**src/rtl/div_issue_ctrl.sv**
```systemverilog
// EX-stage controller for the multi-cycle divider: latches operands, holds
// start until ready, stalls the pipe, writes HI/LO, and recovers from flush
// or an unresponsive divider by annulling and draining back to idle.
module div_issue_ctrl #(
  parameter int MAX_WAIT     = 48,
  parameter int DRAIN_CYCLES = 2
) (
  input  logic        clk,
  input  logic        rst,
  input  logic        div_req_i,
  input  logic        signed_i,
  input  logic [31:0] rs_i,
  input  logic [31:0] rt_i,
  input  logic        flush_i,
  output logic        stall_o,
  output logic        start_o,
  output logic        annul_o,
  output logic        signed_div_o,
  output logic [31:0] opdata1_o,
  output logic [31:0] opdata2_o,
  input  logic [63:0] result_i,
  input  logic        ready_i,
  output logic [31:0] hi_o,
  output logic [31:0] lo_o,
  output logic        hilo_we_o,
  output logic        timeout_o
);
  localparam int CW = $clog2(MAX_WAIT + 1);
  localparam int DW = (DRAIN_CYCLES > 1) ? $clog2(DRAIN_CYCLES) : 1;

  typedef enum logic [1:0] {S_IDLE, S_BUSY, S_DONE, S_DRAIN} state_e;

  state_e        state_q, state_d;
  logic [CW-1:0] wait_q, wait_d;
  logic [DW-1:0] drain_q, drain_d;
  logic          sgn_q, sgn_d;
  logic [31:0]   op1_q, op1_d, op2_q, op2_d;
  logic [31:0]   hi_q, hi_d, lo_q, lo_d;
  logic          we_q, we_d;
  logic          timeout;

  // Next-state, operand capture, result capture and stall generation
  always_comb begin
    state_d = state_q;
    wait_d  = wait_q;
    drain_d = drain_q;
    sgn_d   = sgn_q;
    op1_d   = op1_q;
    op2_d   = op2_q;
    hi_d    = hi_q;
    lo_d    = lo_q;
    we_d    = 1'b0;
    timeout = 1'b0;
    stall_o = 1'b0;
    case (state_q)
      S_IDLE: begin
        if (div_req_i && !flush_i) begin
          stall_o = 1'b1;
          sgn_d   = signed_i;
          op1_d   = rs_i;
          op2_d   = rt_i;
          wait_d  = '0;
          state_d = S_BUSY;
        end
      end
      S_BUSY: begin
        // dropping stall with ready lets the instruction advance as HI/LO land
        stall_o = !ready_i && !flush_i;
        wait_d  = wait_q + CW'(1);
        if (flush_i) begin
          drain_d = '0;
          state_d = S_DRAIN;
        end else if (ready_i) begin
          hi_d    = result_i[63:32];
          lo_d    = result_i[31:0];
          we_d    = 1'b1;
          state_d = S_DONE;
        end else if (wait_q == CW'(MAX_WAIT - 1)) begin
          timeout = 1'b1;
          drain_d = '0;
          state_d = S_DRAIN;
        end
      end
      S_DONE: begin
        // one idle beat so the divider sees start low and leaves its end state
        stall_o = div_req_i;
        state_d = S_IDLE;
      end
      S_DRAIN: begin
        stall_o = div_req_i && !flush_i;
        drain_d = drain_q + DW'(1);
        if (drain_q == DW'(DRAIN_CYCLES - 1)) state_d = S_IDLE;
      end
      default: state_d = S_IDLE;
    endcase
  end

  // State and datapath registers; reset also abandons any in-flight divide
  always_ff @(posedge clk or posedge rst) begin
    if (rst) begin
      state_q <= S_IDLE;
      wait_q  <= '0;
      drain_q <= '0;
      sgn_q   <= 1'b0;
      op1_q   <= '0;
      op2_q   <= '0;
      hi_q    <= '0;
      lo_q    <= '0;
      we_q    <= 1'b0;
    end else begin
      state_q <= state_d;
      wait_q  <= wait_d;
      drain_q <= drain_d;
      sgn_q   <= sgn_d;
      op1_q   <= op1_d;
      op2_q   <= op2_d;
      hi_q    <= hi_d;
      lo_q    <= lo_d;
      we_q    <= we_d;
    end
  end

  assign start_o      = (state_q == S_BUSY);
  assign annul_o      = (state_q == S_DRAIN);
  assign signed_div_o = sgn_q;
  assign opdata1_o    = op1_q;
  assign opdata2_o    = op2_q;
  assign hi_o         = hi_q;
  assign lo_o         = lo_q;
  assign hilo_we_o    = we_q;
  assign timeout_o    = timeout;
endmodule

```
**config.mk**
```make
export PLATFORM = sky130hd
export DESIGN_NAME = div_issue_ctrl
export DESIGN_NICKNAME = d
export VERILOG_FILES = /design/src/rtl/div_issue_ctrl.sv
export SDC_FILE = /design/constraint.sdc
export NUM_CORES = 1
export LEC_CHECK = 0
export CORE_MARGIN = 2
export CORE_UTILIZATION = 40
export DETAILED_ROUTE_END_ITERATION = 8
export PLACE_DENSITY = 0.85
export REMOVE_ABC_BUFFERS = 1
export SLEW_MARGIN = 30
export SYNTH_ARGS = -nofsm -noshare
export SYNTH_HDL_FRONTEND = slang
export SYNTH_SLANG_ARGS = --single-unit
export TNS_END_PERCENT = 50
```
**constraint.sdc**
```tcl
create_clock -name clk -period 5 [get_ports clk]
set_clock_uncertainty 0.05 [all_clocks]
set_input_delay 0.5 -clock clk [delete_from_list [all_inputs] [get_ports clk]]
set_output_delay 0.5 -clock clk [all_outputs]
set_load 0.005 [all_outputs]
```
---- After elaboration in Yosys (flattened, before gate mapping) ----
Cells that the tools add are included.
word-level totals
  register bits ........................... 139
  input port bits ......................... 134
cells by class
  add/subtract/negate cells ............... 2
  equal/unequal tests ..................... 9
  mux-type cells .......................... 21
  bitwise operators ....................... 1
  reduce and logical (&&, ||, !) cells .... 12
operator list
  cell                 number
  $pmux 6 s2           1
  $mux 1               11
  $mux 2               5
  $reduce_and 3->1     3
  $pmux 2 s4           1
  $add 6x1->6 const B  1
  $eq 6x6->1 const B   1
  $mux 6               1
  $eq 2x2->1 const B   2
  $ne 4x2->1 const B   1
  $pmux 1 s4           1
  $reduce_and 2->1     2
  $reduce_bool 2->1    2
  $ne 3x2->1 const B   1
  $ne 3x3->1 const B   1
  $eq 2x1->1 const B   1
  $logic_and 1x1->1    2
  $logic_not 1->1      2
  $logic_not 2->1      1
  $ne 2x1->1 const B   1
  $ne 2x2->1 const B   1
  $pmux 1 s2           1
  $add 1x1->1 const B  1
  $not 1->1            1

---- Logic depth before layout (Yosys ltp) ----
  depth in word-level cells ............... 5
  gate-level depth with buffers ........... 7

---- Least setup slack after synthesis ----
No wires, ideal clock.
  path kind ............................... reg2reg
  from .................................... register state_q[1]
  to ...................................... register hi_q[0] (netlist: hi_o[0])
  library setup time ...................... 0.125 ns
  data arrival time ....................... 1.481 ns
  path slack .............................. 3.344 ns
  stages on the path, launching flop included .. 7
  buffers on the path ..................... 2
  period minus slack after synthesis ...... 1.656 ns
  cell sequence ........................... dfrtp_1 inv_1 ha_1 nand3b_1 buf_4 buf_6 mux2_4
between the ends
  word-level cells in the longest chain between the ends .. 2
ends and longest elaborated chain
  item                               RTL line  RTL
  from (decl)                        33        state_e state_q, state_d;
  from (signal assigned)             111       state_q <= state_d;
  $eq 2x1->1                         --
  named net start_o                  16        output logic start_o,
  $reduce_and 3->1 (no source line)  --
  to (signal assigned)               117       hi_q <= hi_d;
  to (decl)                          38        logic [31:0] hi_q, hi_d, lo_q, lo_d;
The timed path passes the listed nets, and every way through them passes these cells.
A chain may end at the register's enable or synchronous reset.

---- Worst setup path in the final report ----
  from .................................... register state_q[1]
  to ...................................... output stall_o
between the ends
  word-level cells in the longest chain between the ends .. 2
ends and longest elaborated chain
  item                                      RTL line  RTL
  $eq 2x2->1, or another cell as far along  55        case (state_q)
  $pmux 1 s4 (*)                            55
  to (decl)                                 15        output logic stall_o,
Every way passes the cells marked *; elsewhere a longest branch is shown, timed or not.

==> out/qor.csv <==
stage,metric,value,unit
setup_path,CP peak stage delay,0.51,ns
global_routing,initial antenna violation count,0,
setup_path,CP Launch Type,register,
global_routing,Global Route Usage Sum,19.1,%
sta,crit share post-route,60.1,%
yosys,average size of a mapped cell,16.8,um^2
routing,Post-Route WL,14.2,mm
yosys,#FFs+latches synth,139,
routing,Post-DRT Antenna Nets,0,
power_and_ir_drop,worst IR drop on VDD,0.000285,V
yosys,"Seq/Total Area, Yosys",59.9,%
finish,Area Overhead vs Synth,58.8,%
job,maxcap violations,0,
die,Die X,124,um
sta,Max Freq,0.333,GHz
finish,share of cells above drive strength 1,26.1,%
die,row count,44,
clock_network,H-tree depth,4,
setup_path,CP Data Required Time,4.45,ns
setup_path,"CP delay by family, top",buffers and inverters,
sta,RSZ-0062 raised after global routing,false,
finish,Final Util,64.1,%
routing,routed vias/inst,4.80,
yosys,Unique masters post-synth,30,
yosys,Post-synth top flop,dfrtp_1,
place,dpl cells,784,
die,# IOs,268,
hold_path,worst min-delay path startpoint,lo_o[11],
run_status,status,finished clean,
clock_network,clk slew on worst S/H paths,0.06,ns
global_routing,first-pass GRT wire length,23.4,mm
clock_network,Sink Count,139,
setup_path,R2R Setup Slk,2.55,ns
sta,actual slew at the worst max-slew pin,0.800,ns
finish,"Cell Count, Final, Fillers Out",816,
clock_network,# Post-CTS Setup Buffers,0,
sta,TNS Setup,0,ns
clock_network,clock buffer depth,2,
clock_network,CTS Hold Bufs,0,
setup_path,Critical-path top delay cell,ha_1,
power_and_ir_drop,leak pwr,4.22,nW
setup_path,first element of the critical path,state_q[1],
die,die area,15500,um^2
yosys,Post-synth ARST share,100,%
global_routing,vias in the first global route,4385,
place,dpl hpwl,10.3,mm
sta,min cycle time layout,3.00,ns
routing,vias,3914,
routing,WL per Instance,17.4,um
clock_network,root buffer cell,clkbuf_16,
yosys,Synth Instances,345,
sta,fin. max-slew vios,0,
global_routing,grt ovf,0,
routing,DRC errors left,0,
place,port bufs,267,
finish,"commonest non-fill, non-tap cell in the layout",clkdlybuf4s50_1,
power_and_ir_drop,PD cells,619,nW/um^2
finish,most frequent cells in the layout,"clkdlybuf4s50_1 (267), dfrtp_1 (139), mux2_4 (88)",
clock_network,clk_lat worst skew,0.40,ns
yosys,Post-Syn Area,5800,um^2
sta,final hold violation count,0,
setup_path,reg2reg start,state_q[1],
clock_network,Resized cells post-CTS,0,
setup_path,crit path capture type,primary output,
setup_path,crit path max fanout,16,
setup_path,worst-path cell chain,inv_1 -> ha_1 -> nand2b_1 -> nor2_1 -> a22o_1 -> clkdlybuf4s50_1,
clock_network,CTS tree,done,
die,Starting Density,40.4,%
die,Core Footprint,14400,um^2
finish,nets,758,
yosys,number of synthesized flops with an enable pin,0,
sta,final setup fails,0,
global_routing,largest net degree at the start of global routing,99,
place,GPL Wtd Cong,0.869,
setup_path,CP arrival,2.45,ns
sta,Max transition margin,46.5,%
setup_path,crit path kind,reg -> out,
yosys,yosys warns,0,
die,die height,124,um
routing,1st-pass router iterations,6,
finish,diode count,0,
setup_path,CP Buf/Inv Count,2,
routing,initial DRC count,141,
hold_path,hold crit path type,reg -> reg,
clock_network,total CTS buffers,17,
==> per-stage QoR <==
step / setup WS, ns / hold slack, ns / area (um^2) / total power, mW
after floorplan: 0.725 / 0.413 / 5670 / 3.07
after global placement: 2.33 / 0.432 / 8610 / 4.38
after detailed placement: 2.29 / 0.443 / 8610 / 4.46
after CTS: 2.00 / 0.456 / 9210 / 5.77
after global routing: 1.88 / 0.473 / 9220 / 6.02
final: 2.00 / 0.454 / 9220 / 5.70
==> Yosys cell counts (all sizes together) (2+ instances only) <==
cell	instances	area, um^2
a21boi	3	22.5
mux2	129	1780
nand3	4	20.0
nand2b	3	26.3
nand3b	4	30.0
nor2	4	15.0
buf	14	131
dfrtp	139	3480
nor2b	4	25.0
nor3	2	10.0
o211ai	2	15.0
and3	2	12.5
a22o	2	17.5
ha	5	62.6
mux2i	3	30.0
o21ai	7	35.0
nand2	6	22.5
inv	5	18.8
==> flip-flops by register name, summed over array words and instances, names as in the netlist <==
register / flops
signed_div_o: 1
drain_q: 1
hilo_we_o: 1
hi_o: 32
opdata2_o: 32
lo_o: 32
opdata1_o: 32
state_q: 2
wait_q: 6
==> per-layer routing <==
layer | up-vias | track usage [%] | share of wire [%]
li1 | 1770 | - | -
met1 | 1919 | 22.9 | 41
met4 | 0 | 7.27 | 1.9
met2 | 205 | 30.7 | 48
met3 | 20 | 7.82 | 8.8
met5 | - | 0 | 0
==> worst paths after layout <==
kind | end | cells past startpoint
worst max-delay path | stall_o | 6
worst min-delay path | lo_o[11] | 1
worst max register to register | opdata1_o[4] | 5
worst min register to register | lo_o[11] | 1
max in group asynchronous | opdata1_o[27] | 3
min in group asynchronous | lo_o[7] | 2
==> final cells by class <==
class                      count  area [um^2]
tap                          184          230
sequential                   139         3480
fill                        1004         5150
multi-input combinational    186         2170
clock buffer                  18          429
timing repair buffer         270         2710
inverter                       5         26.3
clock inverter                14          169
==> power breakdown <==
| group | internal, mW | switching [mW] | leakage (nW) |
|---|---|---|---|
| clock network | 0.787 | 0.486 | 0.291 |
| registers | 1.69 | 0.341 | 1.67 |
| logic | 1.72 | 0.683 | 2.26 |
==> cell families (layout without fill, tap and decap cells) <==
kind of cell,after synthesis,in the layout,synth area share (%)
AO/OA/AOI/OAI,20,20,2.33
adder cells (fa/ha/maj),5,5,1.08
buffers and inverters,20,307,2.65
flip-flops,139,139,59.9
multiplexers,132,132,31.2
AND/OR/NAND/NOR,29,29,2.78
==> worst reg2reg max path, cell delays in order (launching register included) <==
cell	delay (ns)
dfrtp_1	0.43
inv_1	0.11
ha_1	0.29
nand3b_1	0.59
buf_12	0.48
mux2_4	0.39
No activity file was read; power rests on OpenSTA's default activity.
